## config.mk

```make
export PLATFORM = sky130hd
export DESIGN_NAME = write_ctrl
export DESIGN_NICKNAME = d
export VERILOG_FILES = /design/src/rtl/write_ctrl.sv
export SDC_FILE = /design/constraint.sdc
export NUM_CORES = 1
export LEC_CHECK = 0
export CAP_MARGIN = 15
export CORE_ASPECT_RATIO = 0.8
export CORE_MARGIN = 5
export CORE_UTILIZATION = 51
export CTS_CLUSTER_DIAMETER = 150
export DETAILED_ROUTE_END_ITERATION = 8
export PLACE_DENSITY_LB_ADDON = 0.1
export SLEW_MARGIN = 10
export SYNTH_ARGS = -nofsm -noshare
export SYNTH_HDL_FRONTEND = slang
export SYNTH_SLANG_ARGS = --single-unit
```

## constraint.sdc

```tcl
create_clock -name clk_i -period 2 [get_ports clk_i]
set_input_delay 0.3 -clock clk_i [delete_from_list [all_inputs] [get_ports clk_i]]
set_output_delay 0.3 -clock clk_i [all_outputs]
set_load 0.05 [all_outputs]
```

## src/rtl/write_ctrl.sv

```systemverilog
// Write-side sequencer for a 4-row single-bit bitcell column: drives bitlines,
// then fires one one-hot write wordline through setup / pulse / hold phases.
module write_ctrl #(
  parameter int unsigned SETUP_CYC = 1,
  parameter int unsigned PULSE_CYC = 2,
  parameter int unsigned HOLD_CYC  = 1
) (
  input  logic       clk_i,
  input  logic       rst_i,
  input  logic       req_i,
  input  logic [1:0] addr_i,
  input  logic       din_i,
  output logic       ready_o,
  output logic       done_o,
  output logic       wen_o,
  output logic       wbl_o,
  output logic       wblb_o,
  output logic       wwl_0_o,
  output logic       wwl_1_o,
  output logic       wwl_2_o,
  output logic       wwl_3_o
);

  typedef enum logic [1:0] {
    ST_IDLE,
    ST_SETUP,
    ST_PULSE,
    ST_HOLD
  } state_e;

  // Timer loads are phase length minus one: the terminal-count cycle is the
  // last cycle of the phase.
  localparam logic [3:0] SETUP_LD = 4'(SETUP_CYC - 1);
  localparam logic [3:0] PULSE_LD = 4'(PULSE_CYC - 1);
  localparam logic [3:0] HOLD_LD  = 4'((HOLD_CYC == 0) ? 0 : HOLD_CYC - 1);

  state_e      state_q;
  logic [3:0]  cnt_q;
  logic [1:0]  addr_q;
  logic        din_q;
  logic        ready_q;
  logic        done_q;
  logic        wen_q;
  logic        wbl_q;
  logic        wblb_q;
  logic [3:0]  wwl_q;

  function automatic logic [3:0] row_onehot(input logic [1:0] a);
    return 4'b0001 << a;
  endfunction

  always_ff @(posedge clk_i or posedge rst_i) begin
    if (rst_i) begin
      state_q <= ST_IDLE;
      cnt_q   <= 4'd0;
      addr_q  <= 2'd0;
      din_q   <= 1'b0;
      ready_q <= 1'b1;
      done_q  <= 1'b0;
      wen_q   <= 1'b0;
      wbl_q   <= 1'b0;
      wblb_q  <= 1'b0;
      wwl_q   <= 4'd0;
    end else begin
      done_q <= 1'b0;
      case (state_q)
        ST_IDLE: begin
          if (req_i) begin
            state_q <= ST_SETUP;
            cnt_q   <= SETUP_LD;
            addr_q  <= addr_i;
            din_q   <= din_i;
            ready_q <= 1'b0;
            wen_q   <= 1'b1;
            wbl_q   <= din_i;
            wblb_q  <= ~din_i;
          end
        end
        ST_SETUP: begin
          if (cnt_q == 4'd0) begin
            state_q <= ST_PULSE;
            cnt_q   <= PULSE_LD;
            wwl_q   <= row_onehot(addr_q);
          end else begin
            cnt_q <= cnt_q - 4'd1;
          end
        end
        ST_PULSE: begin
          if (cnt_q == 4'd0) begin
            wwl_q <= 4'd0;
            if (HOLD_CYC == 0) begin
              state_q <= ST_IDLE;
              ready_q <= 1'b1;
              done_q  <= 1'b1;
              wen_q   <= 1'b0;
              wbl_q   <= 1'b0;
              wblb_q  <= 1'b0;
            end else begin
              state_q <= ST_HOLD;
              cnt_q   <= HOLD_LD;
            end
          end else begin
            cnt_q <= cnt_q - 4'd1;
          end
        end
        ST_HOLD: begin
          if (cnt_q == 4'd0) begin
            state_q <= ST_IDLE;
            ready_q <= 1'b1;
            done_q  <= 1'b1;
            wen_q   <= 1'b0;
            wbl_q   <= 1'b0;
            wblb_q  <= 1'b0;
          end else begin
            cnt_q <= cnt_q - 4'd1;
          end
        end
        default: begin
          state_q <= ST_IDLE;
          ready_q <= 1'b1;
          wen_q   <= 1'b0;
          wbl_q   <= 1'b0;
          wblb_q  <= 1'b0;
          wwl_q   <= 4'd0;
        end
      endcase
    end
  end

  assign ready_o = ready_q;
  assign done_o  = done_q;
  assign wen_o   = wen_q;
  assign wbl_o   = wbl_q;
  assign wblb_o  = wblb_q;
  assign wwl_0_o = wwl_q[0];
  assign wwl_1_o = wwl_q[1];
  assign wwl_2_o = wwl_q[2];
  assign wwl_3_o = wwl_q[3];

endmodule

```

### Word level (Yosys, flattened, before mapping)

Index checks and enable logic that the tools add are counted.

* shift-type cells: 1
* mux-type cells: 25
* reduce and logical (&&, ||, !) cells: 9
* $add $sub $neg: 1
* bitwise operators: 1
* equal/unequal tests: 8

Operators by type and width (number)
* $mux W4: 6
* $pmux W4 S4: 1
* $ne A2 B2 Y1 const B: 5
* $mux W1: 8
* $mux W2: 4
* $pmux W1 S2: 4
* $pmux W2 S4: 1
* $pmux W4 S2: 1
* $reduce_and A3 Y1: 2
* $eq A2 B2 Y1 const B: 2
* $logic_not A4 Y1: 1
* $reduce_and A2 Y1: 2
* $reduce_and A4 Y1: 1
* $reduce_bool A2 Y1: 2
* $shl A1 B2 Y4 const A: 1
* $sub A4 B1 Y4 const B: 1
* $eq A2 B1 Y1 const B: 1
* $logic_not A2 Y1: 1
* $not A1 Y1: 1

* input port bits: 6
* word-level logic and storage cells: 54
* flip-flop bits (word level): 17
* output and inout bits: 9

### Depth between registers and ports, before layout

Gate-level depths: netlist of run 1.

* word-level depth: 3
* depth in mapped cells: 7
* gate-level depth less buffers: 6

### Least setup slack after synthesis of run 1

No wires, ideal clock.

* path type: flip-flop to flip-flop
* from: register state_q[0]
* to: register state_q[1]
* setup slack: 406 ps
* clock period less this slack: 1594 ps
* required time: 1875 ps
* path buffers: 0
* setup time: 125 ps
* cell stages (with the launch flop): 6
* arrival: 1469 ps
* cell sequence: dfrtp_1 inv_1 ha_1 nor2b_1 o21bai_1 mux2_2

* longest elaborated chain between the ends: 3
* elaborated cells between the ends (all ways): 10
* classes of those cells: eq/ne (7); mux (1); reduce/logical (2)

RTL lines
* start, declared: line 37 `state_e state_q;`
* start signal, assigned: line 54 `state_q <= ST_IDLE;`
* start signal, assigned: line 69 `state_q <= ST_SETUP;`
* start signal, assigned: line 81 `state_q <= ST_PULSE;`
* $eq A2 B2 Y1 (tied with other cells): line 66 `case (state_q)`
* $ne A2 B2 Y1 (no line)
* $reduce_and A4 Y1 (no line)

Parallel ways exist; a longest one is shown, timed or not.
A chain may end at the register's enable or synchronous reset.

### Worst setup path after layout of run 1

* from: register ready_q, in the netlist ready_o
* to: output port ready_o

RTL lines
* start, declared: line 41 `logic ready_q;`
* start signal, assigned: line 58 `ready_q <= 1'b1;`
* start signal, assigned: line 73 `ready_q <= 1'b0;`
* start signal, assigned: line 93 `ready_q <= 1'b1;`
* end, declared: line 13 `output logic ready_o,`

No word-level cell between the ends.

==> results.txt, run 1 <==
Synth cell count leaders - dfrtp_1 (16), inv_1 (12), nand2_1 (8)
Max VDD drop - 1.10 mV
Minimum clock period - 1.92 ns
TritonRoute pass-1 iters - 4
Largest net degree at the start of global routing - 18
All-Layer GR Usage - 14.6%
Total number of vias - 732
First-pass GRT wire length - 3.03 mm
Worst path arrival time - 1.62 ns
Crit path max-delay family - buffers and inverters
Distinct cells, synth - 30
Chip Height - 47.8 um
Max incr delay on CP - 0.80 ns
TritonCTS Buffers - 3
#FFs+latches synth - 17
RR Startpoint - cnt_q[0]$_DFFE_PP0P_
Crit-path slowest cell - clkdlybuf4s50_1
Primary FF master, synth - dfrtp_1
ANT cells - 0
Ys async rst share - 100%
Pwr dens - 1820 nW/um2
Max-slew violations - 0
CP Max Fanout - 3
Post-synth EDFFs - 0
Unrepaired setup endpoints after global routing - false
Final worst-path cycle share - 96.0%
Worst-path cell chain - clkdlybuf4s50_1
Setup violators final - 0
CTS root buf - clkbuf_4
Achievable frequency - 521 MHz
R2r endpoint - wwl_q[1]$_DFFE_PP0P_
Fraction of layout cells with a size suffix above 1 - 11.1%
Static Leak - 0.505 nW
R2r worst-path depth - 5
Site Rows - 13
Port-buffer cells - 14
CTS Buffer Depth - 2
Mapped Avg Cell Area - 10.2 um2
Met2 wire length - 854 um
DR DRC count - 0
Mapped Cells - 89
YS warnings - 0
Syn Nets - 102
Starting DRT DRC Count - 12
Post-Route Setup TNS - 0 ns
WP data required - 1.70 ns
Placed insts - 126
R2R Setup Slk - 0.17 ns
Final ANT Viol Nets - 0
Floorplan Core Area - 1660 um2
Rel. slew slack - 58.8%
Vias in the first global route - 666
GRT overflow - 0
Die area - 2740 um2
Nets - 122
Buf/Inv on CP - 1
Crit path launch type - register
Yosys top cell area share - 44.0%
Mapped Area - 911 um2
Dpl hpwl - 1.37 mm
# clock sinks - 17
Clock skew - 0.00583 ns
Area leader, netlist - dfrtp_1
Die Wd - 57.3 um
Final Hold Viols - 0
Drt total wl - 1.79 mm
Seq/Total Area, Yosys - 46.8%
Starting Density - 54.9%
Worst-path clk slew - 0.10 ns
Top Metal Used - met4
Post-route insts no fill - 130
PnR worst setup slack - 0.0798 ns
Worst-margin pin slew - 0.617 ns
Status - complete, no violations
Count leader, synth - dfrtp_1
Vias/cell - 5.63
Met1 Wirelength - 828 um
Avg WL per Cell - 13.7 um
CTS tree - built
CP Capture Type - primary output
Maximum Capacitance Violations - 0
Initial antenna violation count - 0
Num ports - 15
Layout Area Growth over Synthesis - 22.9%
Kind of critical path - reg -> out
H-tree lvl count - 1
Hold Crit Class - in -> async
DP Worst Slack - 0.193 ns
Clk_lat worst skew - 0.28 ns
Final Wtd Congestion - 0.807
Met3 Routed Length - 92 um
CP startpoint - ready_o$_DFFE_PP1P_
Synth area leaders - dfrtp_1 (44%), ha_1 (9.6%), inv_1 (4.9%)
[timing repair]
item,4_1_cts,5_1_grt
setup endpoints to repair,0,1
hold buffers,0,0
gates resized for setup,0,1
setup buffers,0,0
[cell families after synthesis]
group                    Yosys count  share of synthesized area [%]
AO/OA/AOI/OAI                     27                           20.3
adder cells (fa/ha/maj)            7                           9.61
buffers and inverters             13                           5.49
flip-flops                        17                           46.8
multiplexers                       3                           3.71
AND/OR/NAND/NOR                   22                           14.0
[stage by stage]
| stage | hold WS (ns) | util, % | cell area, um2 | power, mW |
|---|---|---|---|---|
| floorplan | 0.225 | - | 911 | 1.52 |
| global placement | 0.477 | 65.6 | 1090 | 1.82 |
| detailed placement | 0.483 | 65.6 | 1090 | 1.85 |
| CTS | 0.403 | 67.2 | 1110 | 2.04 |
| global route | 0.436 | 67.5 | 1120 | 2.21 |
| finish | 0.377 | 67.5 | 1120 | 2.04 |
[where the power goes]
group	total [mW]	switching, mW	internal [mW]
Combinational	1.24	0.749	0.491
Clock	0.181	0.104	0.0774
Sequential	0.618	0.114	0.504
Total	2.04	0.967	1.07
[sequential cells by signal, indices dropped and copies added (netlist names)]
register and count:
cnt_q 4, state_q 2, wblb_o 1, wen_o 1
wwl_q 4, ready_o 1, wbl_o 1, addr_q 2
done_o 1
[routing by layer]
layer  vias up  track usage (%)
li1        358                -
met1       346             19.5
met2        26             23.9
met3         2             4.04
met4         0             4.17
met5         -                0
[layout by cell type (no fill, tap or decap), drive strengths merged]
cell and instances:
a32o 2, a22o 2, clkbuf 4, inv 12
a31oi 1, nor4b 1, o21bai 1, mux2 3
o22ai 2, a21oi 6, clkdlybuf4s50 14, or2 1
dfrtp 16, o21ai 7, nand2 8, dfstp 1
and4bb 1, nor2b 2, nor3b 2, a211oi 1
o31ai 1, ha 7, o2bb2ai 1, buf 2
or3b 1, a21o 1, nor3 2, nor4 1
or3 1, o41ai 2, nor2 2
[worst max-delay path by stage]
stage / endpoint / slack [ns] / depth (start not counted)
finish: ready_o / 0.08 / 1
global route: ready_o / 0.03 / 1
floorplan: state_q[1]$_DFFE_PP0P_ / 0.41 / 5
detailed placement: wwl_q[2]$_DFFE_PP0P_ / 0.19 / 6
CTS: ready_o / 0.06 / 1
global placement: wwl_q[3]$_DFFE_PP0P_ / 0.22 / 5
[layout make-up]
| cell class | instances | area [um2] |
|---|---|---|
| clock buffers | 4 | 26.3 |
| well taps | 22 | 27.5 |
| flip-flops and latches | 17 | 427 |
| fillers | 140 | 539 |
| inverters | 12 | 45.0 |
| multi-input cells | 59 | 439 |
| repair buffers | 16 | 155 |
(Power assumes the default switching activity.)
==> inputs of run 2 (changes only) <==
- SKIP_CTS_REPAIR_TIMING: default -> 1
==> results of run 2 <==
Same layout as run 1: the final DEF is identical, and so are final timing and power.
